[config.mk]
export PLATFORM = sky130hd
export DESIGN_NAME = count_seq_monitor
export DESIGN_NICKNAME = d
export VERILOG_FILES = /design/src/rtl/count_seq_monitor.sv
export SDC_FILE = /design/constraint.sdc
export NUM_CORES = 1
export LEC_CHECK = 0
export ABC_CLOCK_PERIOD_IN_PS = 5400
export CAP_MARGIN = 0
export CELL_PAD_IN_SITES_DETAIL_PLACEMENT = 1
export CELL_PAD_IN_SITES_GLOBAL_PLACEMENT = 2
export CORE_MARGIN = 2
export CORE_UTILIZATION = 33
export DETAILED_ROUTE_END_ITERATION = 8
export PLACE_DENSITY = 0.91
export SLEW_MARGIN = 0
export SYNTH_ARGS = -nofsm -noshare
export SYNTH_HDL_FRONTEND = slang
export SYNTH_SLANG_ARGS = --single-unit
[constraint.sdc]
create_clock -name clk -period 5.4 [get_ports clk]
set_input_delay 1.08 -clock clk [delete_from_list [all_inputs] [get_ports clk]]
set_output_delay 1.08 -clock clk [all_outputs]
set_load 0.03 [all_outputs]
[src/rtl/count_seq_monitor.sv]
// -----------------------------------------------------------------------------
// count_seq_monitor
//
// Watches a free-running WIDTH-bit synchronous T counter from the outside and
// checks every clock that the count moved by exactly t_prev (modulo 2^WIDTH).
// Reports wraps (all-ones -> zero), a programmable compare match, and step
// errors. After ERR_LIMIT mismatches the monitor parks in FAULT until clr/rst.
//
// Ports
//   clk          system clock, rising edge active
//   rst          asynchronous active-low reset
//   t_in         toggle-enable seen by the counter
//   q_in         counter value
//   clr          synchronous clear of counters, sticky error and FSM
//   cmp_en       enable compare-match detection
//   cmp_val      compare value
//   locked       FSM is in LOCKED
//   fault        FSM is in FAULT
//   wrap_pulse   one cycle per all-ones -> zero step
//   wrap_count   saturating wrap counter
//   match_pulse  one cycle when the count enters cmp_val
//   err_pulse    one cycle per step mismatch
//   err_sticky   set on first mismatch, cleared by rst/clr
//   err_count    saturating mismatch counter
// -----------------------------------------------------------------------------
module count_seq_monitor #(
   parameter int WIDTH     = 3,
   parameter int WRAP_CW   = 8,
   parameter int ERR_CW    = 4,
   parameter int ERR_LIMIT = 3
) (
   input  logic               clk,
   input  logic               rst,
   input  logic               t_in,
   input  logic [WIDTH-1:0]   q_in,
   input  logic               clr,
   input  logic               cmp_en,
   input  logic [WIDTH-1:0]   cmp_val,
   output logic               locked,
   output logic               fault,
   output logic               wrap_pulse,
   output logic [WRAP_CW-1:0] wrap_count,
   output logic               match_pulse,
   output logic               err_pulse,
   output logic               err_sticky,
   output logic [ERR_CW-1:0]  err_count
);

   typedef enum logic [1:0] {
      ST_UNLOCKED = 2'd0,
      ST_LOCKED   = 2'd1,
      ST_FAULT    = 2'd2
   } state_t;

   state_t               r_state;
   logic [WIDTH-1:0]     r_q_prev;
   logic                 r_t_prev;
   logic                 r_locked;
   logic                 r_fault;
   logic                 r_wrap_pulse;
   logic [WRAP_CW-1:0]   r_wrap_count;
   logic                 r_match_pulse;
   logic                 r_err_pulse;
   logic                 r_err_sticky;
   logic [ERR_CW-1:0]    r_err_count;

   logic [WIDTH-1:0]     w_exp;
   logic                 w_step_ok;
   logic                 w_wrap;
   logic                 w_match;
   logic [ERR_CW-1:0]    w_err_next;
   logic [WRAP_CW-1:0]   w_wrap_next;
   logic                 w_err_limit_hit;

   function automatic logic [WRAP_CW-1:0] sat_inc_wrap(input logic [WRAP_CW-1:0] v);
      return (&v) ? v : v + 1'b1;
   endfunction

   function automatic logic [ERR_CW-1:0] sat_inc_err(input logic [ERR_CW-1:0] v);
      return (&v) ? v : v + 1'b1;
   endfunction

   // Expected count: previous value advanced by the previous toggle-enable.
   assign w_exp           = r_t_prev ? r_q_prev + WIDTH'(1) : r_q_prev;
   assign w_step_ok       = (q_in == w_exp);
   // A wrap is always also a correct step, so it never coincides with an error.
   assign w_wrap          = r_t_prev && (&r_q_prev) && (q_in == '0);
   // Requiring a change of value stops a count parked on cmp_val re-firing.
   assign w_match         = cmp_en && (q_in == cmp_val) && (q_in != r_q_prev);
   assign w_err_next      = sat_inc_err(r_err_count);
   assign w_wrap_next     = sat_inc_wrap(r_wrap_count);
   assign w_err_limit_hit = (w_err_next >= ERR_CW'(ERR_LIMIT));

   always_ff @(posedge clk or negedge rst) begin
      if (!rst) begin
         r_state       <= ST_UNLOCKED;
         r_q_prev      <= '0;
         r_t_prev      <= 1'b0;
         r_locked      <= 1'b0;
         r_fault       <= 1'b0;
         r_wrap_pulse  <= 1'b0;
         r_wrap_count  <= '0;
         r_match_pulse <= 1'b0;
         r_err_pulse   <= 1'b0;
         r_err_sticky  <= 1'b0;
         r_err_count   <= '0;
      end else begin
         // The sample pipeline runs in every state, including during clr,
         // so the first locked edge already has a valid expectation.
         r_q_prev      <= q_in;
         r_t_prev      <= t_in;
         r_wrap_pulse  <= 1'b0;
         r_match_pulse <= 1'b0;
         r_err_pulse   <= 1'b0;

         if (clr) begin
            r_state      <= ST_UNLOCKED;
            r_locked     <= 1'b0;
            r_fault      <= 1'b0;
            r_wrap_count <= '0;
            r_err_sticky <= 1'b0;
            r_err_count  <= '0;
         end else begin
            case (r_state)
               ST_UNLOCKED: begin
                  r_state  <= ST_LOCKED;
                  r_locked <= 1'b1;
               end
               ST_LOCKED: begin
                  r_match_pulse <= w_match;
                  if (w_step_ok) begin
                     if (w_wrap) begin
                        r_wrap_pulse <= 1'b1;
                        r_wrap_count <= w_wrap_next;
                     end
                  end else begin
                     // Resync is implicit: q_prev takes this q_in regardless.
                     r_err_pulse  <= 1'b1;
                     r_err_sticky <= 1'b1;
                     r_err_count  <= w_err_next;
                     if (w_err_limit_hit) begin
                        r_state  <= ST_FAULT;
                        r_locked <= 1'b0;
                        r_fault  <= 1'b1;
                     end
                  end
               end
               ST_FAULT: begin
                  r_fault <= 1'b1;
               end
               default: begin
                  r_state  <= ST_UNLOCKED;
                  r_locked <= 1'b0;
                  r_fault  <= 1'b0;
               end
            endcase
         end
      end
   end

   assign locked      = r_locked;
   assign fault       = r_fault;
   assign wrap_pulse  = r_wrap_pulse;
   assign wrap_count  = r_wrap_count;
   assign match_pulse = r_match_pulse;
   assign err_pulse   = r_err_pulse;
   assign err_sticky  = r_err_sticky;
   assign err_count   = r_err_count;

endmodule

==> Word level (Yosys, flattened, before mapping) <==
Index checks and enable logic that the tools add are counted.
{ "totals": {"regBits": 24, "inputBits": 11, "out_inout_bits": 18, "wordCells": 76} }
{ "op_classes": {"addsub": 3, "n_lt_le_gt_ge": 1, "n_eq_ne": 11, "muxes": 34, "reduce_logical": 16} }
{ "op_table": {"columns": ["cell", "count"], "rows": [
  ["two-way mux 8 bit", 5],
  ["two-way mux 1 bit", 18],
  ["two-way mux 4 bit", 4],
  ["AND reduction 3 bit", 3],
  ["adder 8 x 1 -> 8 bit, second input constant", 1],
  ["!= test 2 bit, second input constant", 4],
  ["AND reduction 4 bit", 2],
  ["AND reduction 8 bit", 1],
  ["equality test 3 bit", 2],
  ["two-way mux 2 bit", 3],
  ["!= test 3 bit, second input constant", 2],
  ["one-hot mux 1 bit (3 select lines)", 2],
  ["one-hot mux 2 bit (3 select lines)", 1],
  ["nonzero test 2 bit", 3],
  ["adder 4 x 1 -> 4 bit, second input constant", 1],
  [">= comparator 4 x 2 -> 1 bit, second input constant", 1],
  ["logical AND 1 bit", 4],
  ["adder 3 x 1 -> 3 bit, second input constant", 1],
  ["logical NOT 3 bit", 1],
  ["two-way mux 3 bit", 1],
  ["!= test 3 bit", 1],
  ["equality test 2 x 1 -> 1 bit, second input constant", 1],
  ["equality test 2 bit, second input constant", 1],
  ["logical NOT 2 bit", 1],
  ["AND reduction 2 bit", 1]
]} }

==> Logic depth before layout (Yosys ltp) <==
Gate-level depths: netlist of run 1.
{ "depth": {"word_depth": 7, "depth_mapped": 9, "depth_no_buf": 7} }

==> Worst setup path before layout of run 1 <==
Ideal clock, no wire load.
{ "synth_timing": {"kind": "input to register", "startpoint": "input q_in[0]", "endpoint": "register r_wrap_count[2] (netlist: wrap_count[2])", "setup_time_ps": 78, "t_arrival_ps": 2361, "t_required_ps": 5322, "slack_ps": 2961, "path_stages": 6, "n_path_buf": 1, "path_cell_list": "xnor2_1 nand3b_1 a21o_1 buf_6 or4_1 a21oi_1"} }
{ "synth_between": {"elab_chain_len": 4, "word_cells_on_any_way": 6, "classes_between": "eq/ne (1); reduce/logical (5)"} }
{ "synth_lines": {"columns": ["item", "line", "source"], "rows": [
  ["from (decl)", "35", "input logic [WIDTH-1:0] q_in,"],
  ["logical NOT 3 bit", "87", "assign w_wrap = r_t_prev && (&r_q_prev) && (q_in == '0);"],
  ["logical AND 1 bit", "87", null],
  ["nonzero test 2 bit (no line)", null, null],
  ["AND reduction 4 bit (no line) (*)", null, null],
  ["to (signal assigned)", "134", "r_wrap_count <= w_wrap_next;"],
  ["to (decl)", "61", "logic [WRAP_CW-1:0] r_wrap_count;"]
]} }
Mark *: on every way between the ends. The rest lies on a longest branch, timed or not.
A chain may end at the register's enable or synchronous reset.

==> Worst setup path after layout of run 1 <==
{ "layout_timing": {"startpoint": "input clr", "endpoint": "register r_state[0]"} }
{ "layout_between": {"elab_chain_len": 2, "word_cells_on_any_way": 5, "classes_between": "eq/ne (3); mux (1); reduce/logical (1)"} }
{ "layout_lines": {"columns": ["item", "line", "source"], "rows": [
  ["from (decl)", "36", "input logic clr,"],
  ["!= test 3 bit (no line) or != test 2 bit (tied branches)", null, null],
  ["AND reduction 3 bit (no line)", null, null],
  ["to (signal assigned)", "96", "r_state <= ST_UNLOCKED;"],
  ["to (signal assigned)", "117", "r_state <= ST_UNLOCKED;"],
  ["to (signal assigned)", "126", "r_state <= ST_LOCKED;"],
  ["to (decl)", "55", "state_t r_state;"]
]} }
Parallel ways exist; a longest one is shown, timed or not.

==> flow_summary.yaml, run 1 <==
sta:
  max_slew_margin_pct: 29.3
  finalSetupViolCount: 0
  max_freq_mhz: 308
  rsz0062_at_grt: "no"
  fin_setup_tns_ps: 0
  worst_slew_pin_slew_ps: 1060
  skew_ps: 5.42
  hold_viol: 0
  min_period_ps: 3250
  finalMaxSlewViolations: 0
  final.period_utilization_pct: 60.2
synth:
  synth-edff-count: 0
  synth_area_per_cell_um2: 9.77
  yosys-top-cells-count: "23 x dfrtp_1, 11 x a21oi_1"
  synth_top_family_by_area: "simple AND/OR/NAND/NOR gates"
  synth_compound_area_share_pct: 16.4
  synthFlopType: "dfrtp_1"
  synthArstFlopShare_pct: 100
  synth_area_leaders: "dfrtp_1 43%, ha_1 7.5%, o31ai_1 4.5%"
  synthXorXnorAreaFrac_pct: 3.93
  yosysTopAreaCell: "dfrtp_1"
  synth_simple_gate_area_share_pct: 23.9
  syn-num-nets: 156
  synthMostInstantiatedCell: "dfrtp_1"
  ys_types: 35
  yosys.area_share.adder_pct: 7.48
  synth_warnings: 0
  ys_seq_area_share_pct: 43.0
  yosysTopAreaCellShare_pct: 43.0
  synth_area_mm2: 0.00134
  synth_cells: 137
  yosys-mux-area-fraction_pct: 1.50
  ys_ff_latch: 23
worst_setup_path:
  path_max_fanout: 21
  worstSetupEndpointType: "flip-flop"
  critPathLaunch: "clr"
  timing.rr.end: "wrap_count[7]"
  rrSetupSlack_ps: 2980
  crit_path_end: "r_state[0]"
  cp_data_required_time_ps: 5540
  critPathLaunchType: "input pin"
  cp.arrival_ps: 3390
  reg2reg_from: "r_q_prev[0]"
  crit_type: "in -> reg"
  r2r_cells: 7
power_and_ir_drop:
  total_power_mw: 0.503
  power_density_mw_per_mm2: 297
  ir_drop_v: 0.000144
  leakage_nw: 0.694
outcome:
  status: "finished, final reports clean"
finish:
  final_nets: 183
  antennaDiodeCount: 0
  area_growth_pct: 26.6
  drive_gt1_share_pct: 3.68
  fillers: 455
clock_tree:
  clock_latency_ps: 270
  ctsHoldBuffers: 0
  clock-sinks: 23
  cts_setup_buffers: 0
  numCtsBuffers: 3
  clk_pin_slew_ps: 90
  htreeDepth: 1
  clock_path_buffers: 2
  cts_tree: "built"
  root_buffer: "clkbuf_8"
  ctsResizeCount: 0
job:
  maxCapViolations: 0
global_route:
  first_global_vias: 1167
  grt_usage_pct: 15.9
  grt_max_degree: 25
  grt-ovfl-total: 0
  antenna_found_initial: 0
  grt_pass1_wl_um: 5540
die:
  dieArea_mm2: 0.00458
  dieWidth_um: 67.7
  start_util_pct: 34.0
  core_area_mm2: 0.00394
  io_pins: 29
  die_h_um: 67.7
  rows: 23
routing:
  drtIter0Drc: 84
  drtPass1Iterations: 4
  drc_errors: 0
  ant_nets: 0
  routedWlPerCell_um: 15.4
  avgViaCountPerCell: 5.44
  vias: 1158
  finalWirelength_um: 3280
placed_design:
  portBuffers: 28
  dp_hpwl_um: 2370
  globalplace.congestion: 0.798
hold_path:
  min_from: "err_sticky"
  min_path_cells: 2
  hold_class: "reg -> reg"
flip-flops by register name, summed over array words and instances, names as in the netlist:
| name | cells |
|---|---|
| wrap_pulse | 1 |
| err_sticky | 1 |
| err_count | 4 |
| err_pulse | 1 |
| fault | 1 |
| r_t_prev | 1 |
| match_pulse | 1 |
| r_state | 2 |
| r_q_prev | 3 |
| wrap_count | 8 |
through the flow:
stage          cell area [um2]  std cells  worst slack [ps]  util (%)  hold WS [ps]
3_5_place_dp              1650        209              1810      41.9           527
6_report                  1700        213              2150      43.0           546
5_1_grt                   1700        213              1940      43.0           580
4_1_cts                   1700        213              2110      43.0           553
2_1_floorplan             1340        137              2960         -           496
3_3_place_gp              1650        209              1990      41.9           510
worst min path at each step:
stage	endpoint	slack, ps
2_1_floorplan	r_state[1]	500
3_3_place_gp	err_sticky	510
3_5_place_dp	fault	530
4_1_cts	err_sticky	550
5_1_grt	err_sticky	580
6_report	err_sticky	550
critical path, cell delays in order:
cell and delay [ps]:
clkdlybuf4s50_1 780, nand2b_1 380, a2111oi_1 850, or2_2 230, o21ai_0 70
layout make-up:
class	count	area (um2)	share of cell area [%]
inverters	5	18.8	1.11
multi-input cells	103	713	42.1
well taps	50	62.6	3.69
clock buffers	4	45.0	2.66
repair buffers	28	280	16.5
flip-flops and latches	23	576	33.9
logic make-up (layout without fill, tap and decap cells):
family	after synthesis	count (layout)
and+or+nand+nor	53	53
buffers and inverters	11	37
AOI/OAI and AO/OA	34	34
adders and majority gates	8	8
xor gates and xnor gates	6	6
DFF	23	23
muxes	2	2
metal layers:
layer / vias to the layer above / global-route usage [%] / wire (um) / share of wire (%)
li1: 558 / - / - / -
met3: 4 / 2.67 / 107 / 3.3
met1: 575 / 20.6 / 1510 / 46
met4: 0 / 4.59 / 39 / 1.2
met5: - / 0 / 0 / 0
met2: 21 / 27.0 / 1620 / 49
cells in the final DEF, fill, tap and decap left out, types with 2 or more instances in the layout:
cell,synthesis,layout
clkdlybuf4s50_1,0,28
dfrtp_1,23,23
a21oi_1,11,11
nand3_1,8,8
nor2_1,8,8
o31ai_1,8,8
ha_1,8,8
or4_1,7,7
inv_1,5,5
xnor2_1,5,5
nand2_1,5,5
o21ai_0,5,5
nand2b_1,4,4
nor2b_1,4,4
and3_1,3,3
or3_1,3,3
clkbuf_8,0,3
nand3b_1,2,2
mux2i_1,2,2
a21o_1,2,2
and4_1,2,2
nand4_1,2,2
a31oi_1,2,2
a311oi_1,2,2
where the power goes:
part	internal (mW)	total, mW	switching [mW]
sequential	0.192	0.213	0.0212
clock	0.0527	0.109	0.0565
combinational	0.0763	0.181	0.105
total	0.321	0.503	0.182
Note: power is estimated with default switching activity, not from simulation.
==> run 2, diff against run 1 <==
--- a/config.mk
+++ b/config.mk
@@ -5,14 +5,14 @@
 export SDC_FILE = /design/constraint.sdc
 export NUM_CORES = 1
 export LEC_CHECK = 0
-export ABC_CLOCK_PERIOD_IN_PS = 5400
+export ABC_CLOCK_PERIOD_IN_PS = 3200
 export CAP_MARGIN = 0
 export CELL_PAD_IN_SITES_DETAIL_PLACEMENT = 1
 export CELL_PAD_IN_SITES_GLOBAL_PLACEMENT = 2
 export CORE_MARGIN = 2
-export CORE_UTILIZATION = 33
+export CORE_UTILIZATION = 31
 export DETAILED_ROUTE_END_ITERATION = 8
-export PLACE_DENSITY = 0.91
+export PLACE_DENSITY = 0.86
 export SLEW_MARGIN = 0
 export SYNTH_ARGS = -nofsm -noshare
 export SYNTH_HDL_FRONTEND = slang
==> constraint.sdc (replaced) <==
create_clock -name clk -period 3.2 [get_ports clk]
set_input_delay 0.64 -clock clk [delete_from_list [all_inputs] [get_ports clk]]
set_output_delay 0.64 -clock clk [all_outputs]
set_load 0.03 [all_outputs]
==> flow_summary.yaml, run 2 (same netlist as run 1, synthesis figures left out) <==
sta:
  skew_ps: 1.94
  final.period_utilization_pct: 80.7
  hold_viol: 0
  min_period_ps: 2580
  max_slew_margin_pct: 57.5
  holdWs_ps: 528
  worst_slew_pin_slew_ps: 638
  rsz0062_at_grt: "no"
  layout_setup_ws_ps: 618
  finalMaxSlewViolations: 0
  finalSetupViolCount: 0
  max_freq_mhz: 387
  fin_setup_tns_ps: 0
die:
  start_util_pct: 32.8
  die_h_um: 69.7
  rows: 23
  core_area_mm2: 0.00409
  dieWidth_um: 69.7
  io_pins: 29
  dieArea_mm2: 0.00486
global_route:
  grt_pass1_wl_um: 5970
  grt-ovfl-total: 0
  grt_util_met3_pct: 2.03
  grt_use_met2_pct: 27.1
  grt_usage_pct: 15.2
  first_global_vias: 1217
  grtUsageMet1_pct: 18.7
  grt_busiest_layer: "met2"
  grt_max_degree: 25
  antenna_found_initial: 0
routing:
  ant_nets: 0
  avgViaCountPerCell: 5.47
  finalWirelength_um: 3530
  routedWlPerCell_um: 16.3
  drc_errors: 0
  drtPass1Iterations: 2
  drtIter0Drc: 35
  vias: 1187
clock_tree:
  htreeDepth: 1
  ctsResizeCount: 0
  ctsHoldBuffers: 0
  clock-sinks: 23
  clock_path_buffers: 2
  cts_tree: "built"
  numCtsBuffers: 3
  cts_setup_buffers: 0
  root_buffer: "clkbuf_8"
  clk_pin_slew_ps: 90
  clock_latency_ps: 270
worst_setup_path:
  cp_slowest_cell: "or4_1"
  path_max_fanout: 24
  path_delay_family: "simple AND/OR/NAND/NOR gates"
  slowest_delay_ps: 590
  worstSetupEndpointType: "flip-flop"
  reg2reg_from: "r_q_prev[0]"
  critPathLaunchType: "input pin"
  path_cells: "clkdlybuf4s50_1, xnor2_1, nand3b_1, a21o_1, or4_1, a21oi_1"
  cp.arrival_ps: 2780
  critPathLaunch: "q_in[0]"
  cp_data_required_time_ps: 3400
  crit_type: "in -> reg"
  cp_num_buf_inv: 1
finish:
  fillers: 468
  final_nets: 187
  antennaDiodeCount: 0
  largest_reg_flops: 8
  area_growth_pct: 29.0
  finalInstanceArea_mm2: 0.00173
  multi_input_area_um2: 713
  mostFrequentLayoutCells: "28 x clkdlybuf4s50_1, 23 x dfrtp_1, 11 x a21oi_1"
  seqCellArea_um2: 576
  final_common_cell: "clkdlybuf4s50_1"
  drive_gt1_share_pct: 6.59
placed_design:
  dp_hpwl_um: 2570
  place_area_mm2: 0.00168
  portBuffers: 28
  globalplace.congestion: 0.795
  place_ws_ps: 319
power_and_ir_drop:
  ir_drop_v: 0.000253
  leakage_nw: 0.717
  power_density_mw_per_mm2: 499
hold_path:
  min_from: "err_sticky"
  hold_class: "reg -> reg"
outcome:
  status: "finished, final reports clean"
job:
  maxCapViolations: 0
==> run 2: cell type report <==
| type | instances | area share (%) |
|---|---|---|
| multi-input cells | 103 | 41.3 |
| flip-flops and latches | 23 | 33.3 |
| repair buffers | 32 | 18.0 |
| well taps | 50 | 3.62 |
| clock buffers | 3 | 2.39 |
| inverters | 5 | 1.09 |
| clock inverters | 1 | 0.290 |
==> run 2: tightest hold or removal path: cells and delay by family, from the launching register on <==
family / cells / cell delay [ps]
AND/OR/NAND/NOR: 1 / 80
AO/OA/AOI/OAI: 1 / 50
flip-flops: 1 / 370
==> run 2: metal layers <==
metal	wire [um]	vias up	share of wire, %
li1	-	567	-
met1	1610	597	46
met2	1750	19	50
met3	115	4	3.3
met4	46	0	1.3
met5	0	-	0
==> run 2: path summary, 6_finish.rpt <==
| check | to | slack [ps] | cells past startpoint |
|---|---|---|---|
| setup / recovery | wrap_count[3] | 620 | 6 |
| hold / removal | err_sticky | 530 | 2 |
| setup reg to reg | wrap_count[3] | 800 | 7 |
| hold reg to reg | err_sticky | 530 | 2 |
| max in group asynchronous | wrap_count[0] | 2230 | 2 |
| min in group asynchronous | wrap_count[4] | 740 | 2 |
==> run 2: power breakdown <==
part / switching [mW] / total, mW / internal [mW]
Clock: 0.101 / 0.188 / 0.0871
Combinational: 0.179 / 0.314 / 0.135
Sequential: 0.0352 / 0.359 / 0.324
Total: 0.316 / 0.862 / 0.546
==> run 2: metrics by stage <==
step / total power, mW / utilization, % / std cells
global route: 0.916 / 42.3 / 217
floorplan: 0.554 / - / 137
global placement: 0.668 / 41.1 / 213
finish: 0.862 / 42.3 / 217
CTS: 0.873 / 42.3 / 217
detailed placement: 0.680 / 41.1 / 213
